<file path="src/rtl/gpu_pkg.sv">
// Shared definitions for the gpu point path: default geometry, point packing and
// plotter state encoding.
package gpu_pkg;

    localparam int unsigned XW_DEFAULT = 4;
    localparam int unsigned YW_DEFAULT = 4;
    localparam int unsigned CW_DEFAULT = 8;

    // Packed point layout {x, y} at the default geometry.
    localparam int unsigned PT_X_MSB = XW_DEFAULT + YW_DEFAULT - 1;
    localparam int unsigned PT_X_LSB = YW_DEFAULT;
    localparam int unsigned PT_Y_MSB = YW_DEFAULT - 1;
    localparam int unsigned PT_Y_LSB = 0;

    typedef enum logic [1:0] {
        ST_IDLE  = 2'd0,
        ST_CLEAR = 2'd1,
        ST_SCAN  = 2'd2
    } state_e;

endpackage

</file>
<file path="src/rtl/fb_row_bank.sv">
// One-bit framebuffer storage: single-pixel set, whole-row clear and a registered
// row read port.
module fb_row_bank #(
    parameter int unsigned XW = 4,
    parameter int unsigned YW = 4
) (
    input  logic              clk,
    input  logic              rst_n,
    input  logic              set_we,
    input  logic [XW-1:0]     set_x,
    input  logic [YW-1:0]     set_y,
    input  logic              clr,
    input  logic [YW-1:0]     clr_row,
    input  logic              rd_en,
    input  logic [YW-1:0]     rd_row,
    output logic [2**XW-1:0]  rd_data
);

    localparam int unsigned W = 2 ** XW;
    localparam int unsigned H = 2 ** YW;

    logic [W-1:0] mem [H];

    for (genvar r = 0; r < H; r++) begin : g_row
        always_ff @(posedge clk or negedge rst_n) begin
            if (!rst_n) begin
                mem[r] <= '0;
            end else if (clr && clr_row == YW'(r)) begin
                mem[r] <= '0;
            end else if (set_we && set_y == YW'(r)) begin
                mem[r][set_x] <= 1'b1;
            end
        end
    end

    always_ff @(posedge clk or negedge rst_n) begin
        if (!rst_n) begin
            rd_data <= '0;
        end else if (rd_en) begin
            rd_data <= mem[rd_row];
        end
    end

endmodule

</file>
<file path="src/rtl/fb_point_plotter.sv">
// Point-stream consumer: plots {x,y} points into a 1-bit framebuffer and offers
// whole-frame clear and row-by-row scan-out.
module fb_point_plotter
    import gpu_pkg::*;
#(
    parameter int unsigned XW = XW_DEFAULT,
    parameter int unsigned YW = YW_DEFAULT,
    parameter int unsigned CW = CW_DEFAULT
) (
    input  logic              clk,
    input  logic              rst_n,
    input  logic              pt_valid,
    input  logic [XW+YW-1:0]  pt_data,
    output logic              pt_ready,
    input  logic              clr_req,
    input  logic              scan_req,
    output logic              row_valid,
    input  logic              row_ready,
    output logic [YW-1:0]     row_idx,
    output logic [2**XW-1:0]  row_data,
    output logic              frame_done,
    output logic              busy,
    output logic [CW-1:0]     plot_cnt
);

    localparam logic [YW-1:0] LAST_ROW = {YW{1'b1}};
    localparam logic [CW-1:0] CNT_MAX  = {CW{1'b1}};

    state_e        state_q, state_d;
    logic [YW-1:0] row_q, row_d, row_inc, rd_row;
    logic          row_valid_q, row_valid_d;
    logic          frame_done_q, frame_done_d;
    logic [CW-1:0] cnt_q, cnt_d;
    logic          pt_accept, clr_start, scan_start, row_take, last_row, rd_en;

    assign pt_accept  = pt_valid && pt_ready;
    assign clr_start  = (state_q == ST_IDLE) && clr_req;
    assign scan_start = (state_q == ST_IDLE) && scan_req && !clr_req;
    assign row_take   = (state_q == ST_SCAN) && row_valid_q && row_ready;
    assign last_row   = (row_q == LAST_ROW);
    assign row_inc    = row_q + 1'b1;

    always_ff @(posedge clk or negedge rst_n) begin
        if (!rst_n) begin
            state_q <= ST_IDLE;
        end else begin
            state_q <= state_d;
        end
    end

    always_comb begin
        state_d = state_q;
        unique case (state_q)
            ST_IDLE: begin
                if (clr_req) begin
                    state_d = ST_CLEAR;
                end else if (scan_req) begin
                    state_d = ST_SCAN;
                end
            end
            ST_CLEAR: if (last_row) state_d = ST_IDLE;
            ST_SCAN:  if (row_take && last_row) state_d = ST_IDLE;
            default:  state_d = ST_IDLE;
        endcase
    end

    always_comb begin
        pt_ready = (state_q == ST_IDLE);
        busy     = (state_q != ST_IDLE);
    end

    // Row counter is shared by clear and scan; it is reset to 0 whenever either ends.
    always_comb begin
        row_d        = row_q;
        row_valid_d  = row_valid_q;
        frame_done_d = 1'b0;
        cnt_d        = cnt_q;
        if (pt_accept && cnt_q != CNT_MAX) cnt_d = cnt_q + 1'b1;
        if (clr_start) begin
            cnt_d = '0;
            row_d = '0;
        end
        if (scan_start) begin
            row_d       = '0;
            row_valid_d = 1'b1;
        end
        if (state_q == ST_CLEAR) row_d = last_row ? '0 : row_inc;
        if (row_take) begin
            if (last_row) begin
                row_d        = '0;
                row_valid_d  = 1'b0;
                frame_done_d = 1'b1;
            end else begin
                row_d = row_inc;
            end
        end
    end

    always_ff @(posedge clk or negedge rst_n) begin
        if (!rst_n) begin
            row_q        <= '0;
            row_valid_q  <= 1'b0;
            frame_done_q <= 1'b0;
            cnt_q        <= '0;
        end else begin
            row_q        <= row_d;
            row_valid_q  <= row_valid_d;
            frame_done_q <= frame_done_d;
            cnt_q        <= cnt_d;
        end
    end

    // Prefetch the next row on each accepted transfer so scan-out has no bubble.
    assign rd_en  = scan_start || (row_take && !last_row);
    assign rd_row = scan_start ? '0 : row_inc;

    fb_row_bank #(
        .XW (XW),
        .YW (YW)
    ) u_bank (
        .clk     (clk),
        .rst_n   (rst_n),
        .set_we  (pt_accept),
        .set_x   (pt_data[XW+YW-1:YW]),
        .set_y   (pt_data[YW-1:0]),
        .clr     (state_q == ST_CLEAR),
        .clr_row (row_q),
        .rd_en   (rd_en),
        .rd_row  (rd_row),
        .rd_data (row_data)
    );

    assign row_valid  = row_valid_q;
    assign row_idx    = row_q;
    assign frame_done = frame_done_q;
    assign plot_cnt   = cnt_q;

endmodule

</file>
<file path="config.mk">
export PLATFORM = sky130hd
export DESIGN_NAME = fb_point_plotter
export DESIGN_NICKNAME = d
export VERILOG_FILES = /design/src/rtl/gpu_pkg.sv /design/src/rtl/fb_row_bank.sv /design/src/rtl/fb_point_plotter.sv
export SDC_FILE = /design/constraint.sdc
export NUM_CORES = 1
export LEC_CHECK = 0
export BUFFER_PORTS_ARGS = -buffer_cell sky130_fd_sc_hd__buf_2
export CAP_MARGIN = 40
export CORE_MARGIN = 5
export CORE_UTILIZATION = 40
export DETAILED_ROUTE_END_ITERATION = 7
export PLACE_DENSITY = 0.62
export SLEW_MARGIN = 5
export SYNTH_ARGS = -nofsm -noshare
export SYNTH_HDL_FRONTEND = slang
export SYNTH_SLANG_ARGS = --single-unit
export TNS_END_PERCENT = 100
</file>
<file path="constraint.sdc">
create_clock -name clk -period 4.35 [get_ports clk]
set_clock_uncertainty 0.15 [all_clocks]
set_input_delay 0.435 -clock clk [delete_from_list [all_inputs] [get_ports clk]]
set_output_delay 0.435 -clock clk [all_outputs]
set_load 0.01 [all_outputs]
</file>
======== After elaboration in Yosys (flattened, before gate mapping) ========
Cells that the tools add are included.
word-level totals
  register bits after elaboration ......... 288
  output and inout bits ................... 32
operators by class
  add/sub/neg operators ................... 2
  magnitude comparators ................... 3
  equality and inequality tests ........... 36
  mux-type cells .......................... 55
  bitwise operators ....................... 17
  reductions and logical operators ........ 68
operators by type and width
  cell                 number
  $mux 16              34
  $or 16x16->16        16
  $bmux 16 s4          1
  $eq 4x4->1 const B   16
  $logic_and 1x1->1    42
  $reduce_bool 2->1    18
  $eq 4x3->1 const B   8
  $mux 4               6
  $eq 4x2->1 const B   4
  $mux 8               2
  $add 8x1->8 const B  1
  $eq 4x1->1 const B   2
  $logic_not 4->1      2
  $mux 2               4
  $ne 8x8->1 const B   1
  $mux 1               6
  $pmux 2 s3           1
  $ge 5x5->1 const B   1
  $lt 4x5->1 const B   1
  $not 4->5            1
  $add 4x1->4 const B  1
  $demux 1 s4          1
  $ge 4x1->1 const B   1
  $reduce_bool 4->1    1
  9 further kinds      10

======== Logic depth before layout (Yosys ltp) ========
  depth after elaboration ................. 8
  gate-level depth with buffers ........... 11
  depth with buffers taken out ............ 7

======== Cells and area by module ========
Synthesis repeated with hierarchy kept, for this count alone.
unflattened totals
  cells, all modules ...................... 1,190
  area total of the unflattened synthesis .. 13,396.6 sq um
by module, submodules not included
  module            instances  cells an instance  area an instance (sq um)  seq. area each (sq um)
  fb_row_bank       1          1,090              12,465.7                  6,806.5
  fb_point_plotter  1          100                930.9                     400.4

======== Least setup slack after synthesis ========
No wires, ideal clock.
  kind .................................... reg-to-reg
  start point ............................. register row_q[0] (netlist: row_idx[0])
  end point ............................... register u_bank.rd_data[10]
  library setup time ...................... 126 ps
  data arrival time ....................... 2,783 ps
  data required time ...................... 4,074 ps
  slack ................................... 1,291 ps
  cell stages (with the launch flop) ...... 10
  period minus slack after synthesis ...... 3,059 ps
  cells stage by stage .................... dfrtp_1 buf_2 inv_2 clkbuf_1 ha_1 buf_1 nor3_1 clkbuf_1 a32oi_1 a221o_1
between the ends
  longest elaborated chain between the ends .. 6
  elaborated cells between the ends (all ways) .. 10
  those cells by class .................... add/sub: 1; eq/ne: 1; mux: 4; bitwise: 1; reduce/logical: 3
RTL lines
  what                                        RTL line                 text
  from (decl)                                 fb_point_plotter.sv:30   logic [YW-1:0] row_q, row_d, row_inc, rd_row;
  from (signal assigned)                      fb_point_plotter.sv:106  row_q <= row_d;
  $add 4x1->4                                 fb_point_plotter.sv:41   assign row_inc = row_q + 1'b1;
  $mux 4                                      fb_point_plotter.sv:115  assign rd_row = scan_start ? '0 : row_inc;
  $not 4->5 (not written as such)             fb_row_bank.sv:40        rd_data <= mem[rd_row];
  $bmux 16 s4                                 fb_row_bank.sv:40
  $mux 16 (not written as such) (2 in a row)  fb_row_bank.sv:40
  to (signal assigned)                        fb_row_bank.sv:40
  to (decl)                                   fb_row_bank.sv:16        output logic [2**XW-1:0] rd_data
Several ways; a longest one is shown, not always the timed one. The select of a mux whose other input is x is not followed.
A chain may end at the register's enable or synchronous reset.

======== Worst setup path in the final report ========
  start point ............................. register row_q[1] (netlist: row_idx[1])
  end point ............................... register u_bank.rd_data[9]
The elaborated chain is that of the path after synthesis.

==> results.md <==
- Cts repair resizes: 0
- CTS max path bufs: 3
- Hold path start: clr_req
- Pwr per Cell Area: 587 nW/um2
- Clk slew on worst S/H paths: 0.07 ns
- Clock sink count: 288
- Status: complete, no violations
- Largest net degree at the start of global routing: 110
- Placed insts: 1776
- Most frequent cells after synthesis: nor2_1, dfrtp_1, a21oi_1
- Rows: 66
- Fin crit period: 3.07 ns
- Beginning of the critical path: row_idx[1]
- Most common cell in the synthesized netlist: nor2_1
- Setup TNS: 0 ns
- Crit-path cells: inv_1, ha_1, nand2_8, nor2_2, a221oi_1, a221o_1
- Worst EP arrival: 3.37 ns
- GPL Wtd Cong: 0.868
- Critical path's top delay family: simple AND/OR/NAND/NOR gates
- Post-Syn Instances: 1329
- Max Fclk: 0.326 GHz
- Vias per cell: 5.79
- # IOs: 46
- Max-slew violations: 0
- Routed via count: 10608
- Starting DRC count in detailed routing: 1193
- Max_slew headroom: 0.388
- #FFs+latches synth: 288
- Crit-path max FO: 19
- Inserted Clock Buffers: 31
- Input/output buffers: 45
- Die width: 191 um
- Clk Tree Root Cell: clkbuf_16
- Setup slack, reg-to-reg: 1.28 ns
- Number of synthesized flops with an enable pin: 0
- FF-to-FF Start: row_idx[1]
- Chip Height: 191 um
- Congestion Overflow GR: 0
- Nature of the critical path startpoint: register
- Number of remaining DRC errors: 0
- Syn Nets: 1348
- Worst Hold End: state_q[0]
- Avg WL per Cell: 22.2 um
- Mean Syn Cell Area: 9.89 um2
- Number of global-route vias before repair: 10764
- Area Overhead vs Synth: 14.6%
- TritonRoute pass-1 iters: 5
- CP max-delay cell: ha_1
- Main synth FF type: dfrtp_1
- Final Hold Fails: 0
- WHS Path Cells: 3
- Setup violations, final: 0
- Initial Util: 0.404
- Ratio of cells with drive above 1 in the final layout: 0.164
- Cell taking the most area after synthesis: dfrtp_1
- RSZ-0062 raised after global routing: false
- Fraction of registers with async set/reset: 1.00
- # Max-Cap Violations: 0
- Yosys warns: 0
- First-pass GRT wire length: 64100 um
- Worst path bufs/invs: 1
- Yosys cell types: 59
- CTS tree: done
- CORE AREA: 32500 um2
- Final Net Count: 1387
- Die area: 36600 um2
- Post-CTS Setup Bufs: 0
- Final cycle utilization of the critical path: 0.706
- Ranking of synthesized cells by area: dfrtp_1, a21oi_1, nor2_1
- CP Data Required Time: 4.65 ns
- P_leak: 0.00721 uW
- DRT Wirelength: 40700 um
- Clock latency on the worst-skew pair: 0.58 ns
- Hold Crit Class: in -> reg
- Worst r2r path cells: 6
- Antenna violations before repair: 0
- Setup CP Type: reg -> reg
- Reg2reg end: u_bank.rd_data[9]
- Synth top area share: 0.548
- CTS Hold Bufs: 1
- Crit end category: register
- Post-Syn Area: 13200 um2
- H-tree depth reported by CTS: 1
- Critical path's largest stage delay: 0.75 ns
- VDD IR max: 407 uV
- All-Layer GR Usage: 0.222
- Post-DP HPWL: 26100 um
- Layout Cells excl Fill: 1833
- Antenna cells: 0
- ANT nets after route: 0
- Worst-margin pin slew: 0.917 ns
- Register area share after synthesis: 0.548
-- worst min-delay path: stages --
cell      delay (ns)
buf_2           0.13
nor2_1          0.09
a211oi_1        0.05
-- state kept, by name, indices dropped and copies added, names as in the netlist --
name            count
row_valid           1
row_idx             4
u_bank.rd_data     16
state_q             2
plot_cnt            8
u_bank.mem        256
frame_done          1
-- cell usage in the layout, fill, tap and decap left out, types with 20 or more instances in the layout --
cell type	synthesis	routed
nor2_1	311	303
nand2_1	50	50
clkbuf_16	0	31
a32oi_1	28	28
o21ai_0	37	37
buf_2	27	44
buf_4	6	46
a21oi_1	249	249
dfrtp_1	288	287
mux2i_1	61	61
nand3_1	20	20
-- cell families after synthesis --
logic type               count (synthesis)  synth area share
AND/OR/NAND/NOR                        448             0.152
AO/OA/AOI/OAI                          411             0.197
flip-flops                             288             0.548
buffers and inverters                  103            0.0405
multiplexers                            65            0.0516
XOR/XNOR                                 9           0.00657
adder cells (fa/ha/maj)                  5           0.00476
-- worst max path at each step --
stage	to	slack, ns	cells after the start
global placement	u_bank.rd_data[12]	1.43	7
floorplan	u_bank.rd_data[10]	1.29	9
CTS	u_bank.rd_data[9]	1.36	6
global route	u_bank.rd_data[14]	1.16	7
finish	u_bank.rd_data[9]	1.28	6
detailed placement	u_bank.rd_data[0]	1.36	7
-- through the flow --
stage | instance area, um2 | setup WS, ns | hold WS, ns | power (uW) | util
floorplan | 13200 | 1.29 | -0.0106 | 5220 | -
global placement | 13900 | 1.43 | 0.321 | 6170 | 0.427
detailed placement | 14100 | 1.36 | 0.328 | 6220 | 0.432
CTS | 15100 | 1.36 | 0.00934 | 8820 | 0.463
global route | 15100 | 1.16 | 0.0390 | 9220 | 0.463
finish | 15100 | 1.28 | 0.0225 | 8840 | 0.463
-- cell type report --
class	instances	area, um2
Clock buffer	50	937
Tap cell	442	553
Fill cell	3065	17500
Inverter	4	15.0
Timing Repair Buffer	105	781
Multi-Input combinational cell	938	5520
Sequential cell	288	7210
Clock inverter	6	62.6
-- power breakdown --
| part | internal, uW | switching [uW] |
|---|---|---|
| registers | 2860 | 205 |
| clock network | 1520 | 1070 |
| logic | 994 | 2180 |
| total | 5380 | 3460 |
-- layer usage --
metal | share of wire | vias up | track usage
met5 | 0 | - | 0
met4 | 0.028 | 0 | 0.0677
met3 | 0.075 | 91 | 0.0444
met2 | 0.47 | 428 | 0.356
met1 | 0.43 | 5286 | 0.305
li1 | - | 4803 | -
Power figures use the tool's default switching activity.
